**src/rtl/ex_stage_md.sv**
```systemverilog
// Execute stage: operand forwarding, ALU, iterative multiply/divide with HI/LO,
// branch/jump targets and the EX/MEM pipeline register.
module ex_stage_md #(
   parameter int unsigned XLEN    = 32,
   parameter int unsigned RAW     = 5,
   parameter int unsigned MUL_LAT = 4
) (
   input  logic            clk,
   input  logic            rst_n,
   input  logic            flush_ex,
   input  logic            mem_stall_i,
   input  logic            id_ex_valid,
   input  logic [RAW-1:0]  id_ex_rs,
   input  logic [RAW-1:0]  id_ex_rt,
   input  logic [RAW-1:0]  id_ex_rd,
   input  logic [XLEN-1:0] id_ex_reg_a,
   input  logic [XLEN-1:0] id_ex_reg_b,
   input  logic [XLEN-1:0] id_ex_imm,
   input  logic [XLEN-1:0] id_ex_pc_next,
   input  logic [3:0]      id_ex_alu_op,
   input  logic [2:0]      id_ex_md_op,
   input  logic            id_ex_alu_src,
   input  logic            id_ex_regdst,
   input  logic [5:0]      id_ex_ctrl,
   input  logic [RAW-1:0]  ex_mem_rd_i,
   input  logic            ex_mem_reg_write_i,
   input  logic [XLEN-1:0] ex_mem_fwd_data,
   input  logic [RAW-1:0]  mem_wb_rd,
   input  logic            mem_wb_reg_write,
   input  logic [XLEN-1:0] mem_wb_data,
   output logic            ex_stall_o,
   output logic            md_busy,
   output logic [5:0]      ex_mem_ctrl,
   output logic [XLEN-1:0] ex_mem_alu_out,
   output logic [XLEN-1:0] ex_mem_reg_b,
   output logic [RAW-1:0]  ex_mem_write_reg,
   output logic [RAW-1:0]  ex_mem_rd,
   output logic            ex_mem_zero,
   output logic [XLEN-1:0] ex_mem_pc_branch,
   output logic [XLEN-1:0] ex_mem_pc_jump
);

   localparam int unsigned SHW     = $clog2(XLEN);
   localparam int unsigned CNT_MAX = (MUL_LAT > XLEN) ? MUL_LAT : XLEN;
   localparam int unsigned CW      = $clog2(CNT_MAX + 1);

   typedef enum logic [1:0] {S_IDLE, S_MUL, S_DIV, S_DONE} md_state_e;

   md_state_e       state_q, state_d;
   logic [CW-1:0]   cnt_q, cnt_d;
   logic [XLEN-1:0] hi_q, hi_d, lo_q, lo_d;
   logic [XLEN-1:0] rem_q, rem_d, quo_q, quo_d;
   logic [XLEN-1:0] md_a_q, md_b_q, dvs_q;
   logic            sgn_q, qneg_q, rneg_q, dz_q;

   logic [XLEN-1:0] op_a, fwd_b, op_b, alu_res, result;
   logic [SHW-1:0]  shamt;
   logic            md_start, is_mul, md_sgn;
   logic [XLEN-1:0] abs_a, abs_b;
   logic [2*XLEN-1:0] a_ext, b_ext, prod;
   logic [XLEN:0]   div_sh, div_diff;
   logic [XLEN-1:0] rem_n, quo_n;

   // EX/MEM has priority over MEM/WB when both target the same register
   always_comb begin
      op_a = id_ex_reg_a;
      if (ex_mem_reg_write_i && ex_mem_rd_i != '0 && ex_mem_rd_i == id_ex_rs)
         op_a = ex_mem_fwd_data;
      else if (mem_wb_reg_write && mem_wb_rd != '0 && mem_wb_rd == id_ex_rs)
         op_a = mem_wb_data;
      fwd_b = id_ex_reg_b;
      if (ex_mem_reg_write_i && ex_mem_rd_i != '0 && ex_mem_rd_i == id_ex_rt)
         fwd_b = ex_mem_fwd_data;
      else if (mem_wb_reg_write && mem_wb_rd != '0 && mem_wb_rd == id_ex_rt)
         fwd_b = mem_wb_data;
   end

   assign op_b  = id_ex_alu_src ? id_ex_imm : fwd_b;
   assign shamt = op_a[SHW-1:0];

   always_comb begin
      alu_res = op_a + op_b;
      case (id_ex_alu_op)
         4'd1:    alu_res = op_a - op_b;
         4'd2:    alu_res = op_a & op_b;
         4'd3:    alu_res = op_a | op_b;
         4'd4:    alu_res = op_a ^ op_b;
         4'd5:    alu_res = ~(op_a | op_b);
         4'd6:    alu_res = {{(XLEN-1){1'b0}}, $signed(op_a) < $signed(op_b)};
         4'd7:    alu_res = {{(XLEN-1){1'b0}}, op_a < op_b};
         4'd8:    alu_res = op_b << shamt;
         4'd9:    alu_res = op_b >> shamt;
         4'd10:   alu_res = $signed(op_b) >>> shamt;
         4'd11:   alu_res = op_b << 16;
         default: alu_res = op_a + op_b;
      endcase
   end

   always_comb begin
      result = alu_res;
      if (id_ex_md_op == 3'd5)      result = hi_q;
      else if (id_ex_md_op == 3'd6) result = lo_q;
   end

   assign is_mul   = (id_ex_md_op == 3'd1) || (id_ex_md_op == 3'd2);
   assign md_sgn   = (id_ex_md_op == 3'd1) || (id_ex_md_op == 3'd3);
   assign md_start = (state_q == S_IDLE) && id_ex_valid && !flush_ex &&
                     (id_ex_md_op >= 3'd1) && (id_ex_md_op <= 3'd4);
   assign abs_a    = (md_sgn && op_a[XLEN-1])  ? -op_a  : op_a;
   assign abs_b    = (md_sgn && fwd_b[XLEN-1]) ? -fwd_b : fwd_b;

   assign ex_stall_o = md_start || (((state_q == S_MUL) || (state_q == S_DIV)) && !flush_ex);
   assign md_busy    = (state_q != S_IDLE);

   // Sign- or zero-extend to 2*XLEN so one truncated multiply serves both forms
   assign a_ext = {{XLEN{sgn_q & md_a_q[XLEN-1]}}, md_a_q};
   assign b_ext = {{XLEN{sgn_q & md_b_q[XLEN-1]}}, md_b_q};
   assign prod  = a_ext * b_ext;

   // Restoring divide on magnitudes; quo_q shifts the dividend out as quotient bits shift in
   assign div_sh   = {rem_q, quo_q[XLEN-1]};
   assign div_diff = div_sh - {1'b0, dvs_q};
   assign rem_n    = div_diff[XLEN] ? div_sh[XLEN-1:0] : div_diff[XLEN-1:0];
   assign quo_n    = {quo_q[XLEN-2:0], ~div_diff[XLEN]};

   always_comb begin
      state_d = state_q;
      cnt_d   = cnt_q;
      hi_d    = hi_q;
      lo_d    = lo_q;
      rem_d   = rem_q;
      quo_d   = quo_q;
      case (state_q)
         S_IDLE: begin
            if (md_start) begin
               state_d = is_mul ? S_MUL : S_DIV;
               cnt_d   = is_mul ? CW'(MUL_LAT) : CW'(XLEN);
               rem_d   = '0;
               quo_d   = abs_a;
            end
         end
         S_MUL: begin
            if (cnt_q == CW'(1)) begin
               {hi_d, lo_d} = prod;
               state_d      = S_DONE;
            end else begin
               cnt_d = cnt_q - CW'(1);
            end
         end
         S_DIV: begin
            rem_d = rem_n;
            quo_d = quo_n;
            if (cnt_q == CW'(1)) begin
               if (dz_q) begin
                  lo_d = '1;
                  hi_d = md_a_q;
               end else begin
                  lo_d = qneg_q ? -quo_n : quo_n;
                  hi_d = rneg_q ? -rem_n : rem_n;
               end
               state_d = S_DONE;
            end else begin
               cnt_d = cnt_q - CW'(1);
            end
         end
         S_DONE: begin
            if (!mem_stall_i) state_d = S_IDLE;
         end
         default: state_d = S_IDLE;
      endcase
      if (flush_ex) begin
         state_d = S_IDLE;
         hi_d    = hi_q;
         lo_d    = lo_q;
      end
   end

   always_ff @(posedge clk or negedge rst_n) begin
      if (!rst_n) begin
         state_q <= S_IDLE;
         cnt_q   <= '0;
         hi_q    <= '0;
         lo_q    <= '0;
         rem_q   <= '0;
         quo_q   <= '0;
      end else begin
         state_q <= state_d;
         cnt_q   <= cnt_d;
         hi_q    <= hi_d;
         lo_q    <= lo_d;
         rem_q   <= rem_d;
         quo_q   <= quo_d;
      end
   end

   always_ff @(posedge clk or negedge rst_n) begin
      if (!rst_n) begin
         md_a_q <= '0;
         md_b_q <= '0;
         dvs_q  <= '0;
         sgn_q  <= 1'b0;
         qneg_q <= 1'b0;
         rneg_q <= 1'b0;
         dz_q   <= 1'b0;
      end else if (md_start) begin
         md_a_q <= op_a;
         md_b_q <= fwd_b;
         dvs_q  <= abs_b;
         sgn_q  <= md_sgn;
         qneg_q <= md_sgn & (op_a[XLEN-1] ^ fwd_b[XLEN-1]);
         rneg_q <= md_sgn & op_a[XLEN-1];
         dz_q   <= (fwd_b == '0);
      end
   end

   always_ff @(posedge clk or negedge rst_n) begin
      if (!rst_n) begin
         ex_mem_ctrl      <= '0;
         ex_mem_alu_out   <= '0;
         ex_mem_reg_b     <= '0;
         ex_mem_write_reg <= '0;
         ex_mem_rd        <= '0;
         ex_mem_zero      <= 1'b0;
         ex_mem_pc_branch <= '0;
         ex_mem_pc_jump   <= '0;
      end else if (flush_ex || (!mem_stall_i && (ex_stall_o || !id_ex_valid))) begin
         ex_mem_ctrl      <= '0;
         ex_mem_alu_out   <= '0;
         ex_mem_reg_b     <= '0;
         ex_mem_write_reg <= '0;
         ex_mem_rd        <= '0;
         ex_mem_zero      <= 1'b0;
         ex_mem_pc_branch <= '0;
         ex_mem_pc_jump   <= '0;
      end else if (!mem_stall_i) begin
         ex_mem_ctrl      <= id_ex_ctrl;
         ex_mem_alu_out   <= result;
         ex_mem_reg_b     <= fwd_b;
         ex_mem_write_reg <= id_ex_regdst ? id_ex_rd : id_ex_rt;
         ex_mem_rd        <= id_ex_rd;
         ex_mem_zero      <= (result == '0);
         ex_mem_pc_branch <= id_ex_pc_next + (id_ex_imm << 2);
         ex_mem_pc_jump   <= {id_ex_pc_next[XLEN-1:28], id_ex_imm[25:0], 2'b00};
      end
   end

endmodule

```
**config.mk**
```make
export PLATFORM = sky130hd
export DESIGN_NAME = ex_stage_md
export DESIGN_NICKNAME = d
export VERILOG_FILES = /design/src/rtl/ex_stage_md.sv
export SDC_FILE = /design/constraint.sdc
export NUM_CORES = 2
export LEC_CHECK = 0
export CAP_MARGIN = 0
export CELL_PAD_IN_SITES_DETAIL_PLACEMENT = 0
export CELL_PAD_IN_SITES_GLOBAL_PLACEMENT = 1
export CORE_MARGIN = 2
export CORE_UTILIZATION = 44
export CTS_CLUSTER_DIAMETER = 120
export DETAILED_ROUTE_END_ITERATION = 12
export HOLD_SLACK_MARGIN = 0.02
export PLACE_DENSITY_LB_ADDON = 0.1
export SETUP_SLACK_MARGIN = 0.5
export SYNTH_ARGS = -nofsm -noshare
export SYNTH_HDL_FRONTEND = slang
export SYNTH_SLANG_ARGS = --single-unit
```
**constraint.sdc**
```tcl
create_clock -name clk -period 8.4 [get_ports clk]
set_clock_uncertainty 0.2 [all_clocks]
set_input_delay 0.84 -clock clk [delete_from_list [all_inputs] [get_ports clk]]
set_output_delay 0.84 -clock clk [all_outputs]
set_load 0.01 [all_outputs]
```
==> results.yml <==
global_routing:
  grt_pass1_wl_um: 467100
  antenna_found_initial: 44
  grt_util_all_layers_pct: 38.80
  grt-ovfl-total: 0
  grt_pass1_vias: 67858
  grt_max_degree: 132
floorplanning:
  core_area_um2: 160400
  io_pins: 386
  die_x_um: 405.5
  dieArea_um2: 164400
  fp.dieH_um: 405.5
  initial_core_util_pct: 44.22
  row_count: 147
synth:
  ys_warn_count: 0
  ys_ff_latch: 378
  yosysSeqAreaShare_pct: 13.34
  synthDistinctLibCells: 109
  synth_edf_count: 0
  avgSynthCellArea_um2: 8.408
  synth_area_leader_cell: "fa_1"
  syn_inst: 8435
  async_flop_share_pct: 100.0
  synth_ff_type: "dfrtp_1"
  synthTopCellsByArea: "fa_1, dfrtp_1, inv_1"
  syn_area_um2: 70920
  yosysTopAreaCellShare_pct: 31.87
worst_setup_path:
  worstPathArrival_ps: 8910
  rr_endpoint: "hi_q[30]$_DFFE_PN0P_"
  max_stage_delay_ps: 550
  worstRegToRegCells: 32
  r2r_slack_ps: -160
  cp_max_fo: 8
  critPathSlowestCell: "fa_1"
  crit_path_start_kind: "flip-flop"
  cp.required_ps: 8750
  critPathKind: "flip-flop to flip-flop"
  crit_path_frequent_cell: "fa_1"
  critPathCaptureType: "flip-flop"
  r2r_start: "md_b_q[0]$_DFFE_PN0P_"
layout:
  final_nets: 10907
  post-route-util_pct: 53.44
  synthToLayoutAreaGrowth_pct: 20.85
  fill_cells: 15262
  final_cells: 11397
  drive_above_1_share_pct: 13.63
outcome:
  outcome: "finished, violations left"
  failed_checks: "negative setup slack"
worst_hold_path:
  min_to: "dvs_q[18]$_DFFE_PN0P_"
  hold_depth: 2
  hold_path_class: "flip-flop to flip-flop"
  worstHoldStart: "dvs_q[18]$_DFFE_PN0P_"
timing:
  setup_ws_ps: -159.9
  tightest_slew_ps: 1305
  rsz0062_at_grt: "yes"
  max_freq_mhz: 116.8
  layout_min_cycle_time_ps: 8560
  relSlewSlack_pct: 12.66
  finalCritPeriodShare_pct: 101.9
  whs_ps: 276.5
  setup_violations: 9
  finalHoldViolations: 0
  slew_viol_final: 0
clock_tree:
  clkTransAtPathRegs_ps: 60
  cts_root_buf: "clkbuf_16"
  cts_tree: "built"
  htreeDepth: 2
  clk_latency_ps: 670
  cts_buffer_depth: 3
  numCtsBuffers: 52
  cts_sinks: 378
placed_design:
  placed_cells: 11226
  port-buffer-count: 383
  finalWeightedCongestion: 1.072
  dpl.hpwl_um: 266600
routing:
  drtIter0Drc: 5400
  firstDrtPassIters: 8
  routed_wl_um: 318800
  ant_nets: 0
  num_vias: 65803
  post_drt_wl_per_cell_um: 27.97
  via_per_inst: 5.774
  drc: 0
run:
  max_cap_viol_count: 0
cells in the final DEF, fill, tap and decap left out, types with 31 or more instances in the layout:
cell type        count
diode_2             37
a211oi_1            77
buf_12              80
and3_1              41
nor2_1             341
xnor2_1            187
buf_4              723
xor2_1              72
a221oi_1            31
o31ai_1             42
nand2b_1            42
fa_1              1108
a21oi_1            316
and2_1             369
nor4_1              61
a21o_1              69
nor3_1             168
clkdlybuf4s50_1    381
a31o_2              38
a22o_1              69
clkbuf_16           53
a31oi_1             73
nor2b_1             36
o21ai_0            489
inv_1             1253
nand3_1            113
o21a_1              41
dfrtp_1            368
o21ai_1             38
o22ai_1             48
nand2_1           1221
ha_1               366
mux2i_1            105
how the worst max path moves through the flow:
stage	start	endpoint	slack (ps)	cells after the start
final	md_b_q[0]$_DFFE_PN0P_	hi_q[30]$_DFFE_PN0P_	-160	32
after detailed placement	md_a_q[18]$_DFFE_PN0P_	hi_q[19]$_DFFE_PN0P_	-660	30
after global routing	md_b_q[0]$_DFFE_PN0P_	hi_q[30]$_DFFE_PN0P_	-410	33
after global placement	md_a_q[18]$_DFFE_PN0P_	hi_q[19]$_DFFE_PN0P_	-590	30
after CTS	md_b_q[0]$_DFFE_PN0P_	hi_q[23]$_DFFE_PN0P_	-130	30
after floorplan	md_a_q[24]$_DFFE_PN0P_	hi_q[30]$_DFFE_PN0P_	430	33
worst max-delay path: cells and delay by family, from the launching register on:
family	cells	cell delay (ps)
AO/OA/AOI/OAI	9	2030
buffers and inverters	9	760
multiplexers	1	230
adder cells (fa/ha/maj)	9	4340
AND/OR/NAND/NOR	4	470
flip-flops	1	430
per-stage QoR:
| step | setup TNS, ps | setup WS [ps] | cell area, um2 |
|---|---|---|---|
| detailed placement | -6771 | -659.3 | 82560 |
| finish | -802.9 | -159.9 | 85710 |
| global placement | -5833 | -591.8 | 82560 |
| CTS | -681.5 | -128.7 | 85160 |
| global route | -5937 | -406.2 | 85680 |
| floorplan | 0 | 432.2 | 71370 |
per-layer routing:
| layer | GRT usage (%) | share of wire, % | vias up |
|---|---|---|---|
| met5 | 0 | 0.031 | - |
| met1 | 48.34 | 39 | 33540 |
| met2 | 63.31 | 47 | 2585 |
| met3 | 6.692 | 7.0 | 676 |
| li1 | - | - | 28988 |
| met4 | 22.80 | 7.0 | 14 |
layout make-up:
class | instances | area [um2] | share of cell area (%)
diodes | 37 | 92.59 | 0.1080
multi-input cells | 6225 | 55560 | 64.82
well taps | 2160 | 2703 | 3.153
repair buffers | 1218 | 11260 | 13.14
flip-flops and latches | 378 | 9472 | 11.05
clock inverters | 26 | 320.3 | 0.3737
clock buffers | 69 | 1475 | 1.721
inverters | 1284 | 4823 | 5.628
logic make-up after synthesis:
family                   Yosys count  synth area share [%]
adder cells (fa/ha/maj)         1509                 38.57
flip-flops                       378                 13.34
XOR/XNOR                         274                 3.384
buffers and inverters           1833                 9.851
AO/OA/AOI/OAI                   1742                 16.21
multiplexers                     122                 1.762
other                              1              0.005288
AND/OR/NAND/NOR                 2576                 16.88
timing repair:
item | in CTS | in global routing
hold buffers | 1 | 0
endpoints found under the setup margin | 34 | 38
buffers inserted | 24 | 12
pin swaps | 41 | 72
gates cloned | 1 | 1
resized for setup | 162 | 90
endpoints found under the hold margin | 21 | 0
cell usage after synthesis, types with 15 or more instances:
library cell,instances
fa_1,1129
buf_1,32
a211o_1,18
a21o_1,69
o31ai_1,44
or2_2,24
a31oi_1,77
o22ai_1,48
inv_1,1277
nor4_1,62
nor2_1,351
clkbuf_1,462
o21ai_0,521
o21bai_1,19
a31o_2,40
a21oi_1,341
o41ai_1,15
a311oi_1,24
nand3_1,118
and2_1,382
nand2_1,1224
o211ai_1,30
xnor2_1,196
a22oi_1,23
xor2_1,78
o2111ai_1,16
a22o_1,69
ha_1,380
a221oi_1,34
or3_1,30
mux2i_1,105
a2111oi_0,22
nand2b_1,43
a211oi_1,81
and3_1,42
o221ai_1,30
nor3_1,176
nor2b_1,38
buf_2,43
nand4_1,18
dfrtp_1,378
o21a_1,41
Power is left out: the tool's default activity adds up to more than one toggle a clock period on the data nets, which glitch-free logic cannot reach.
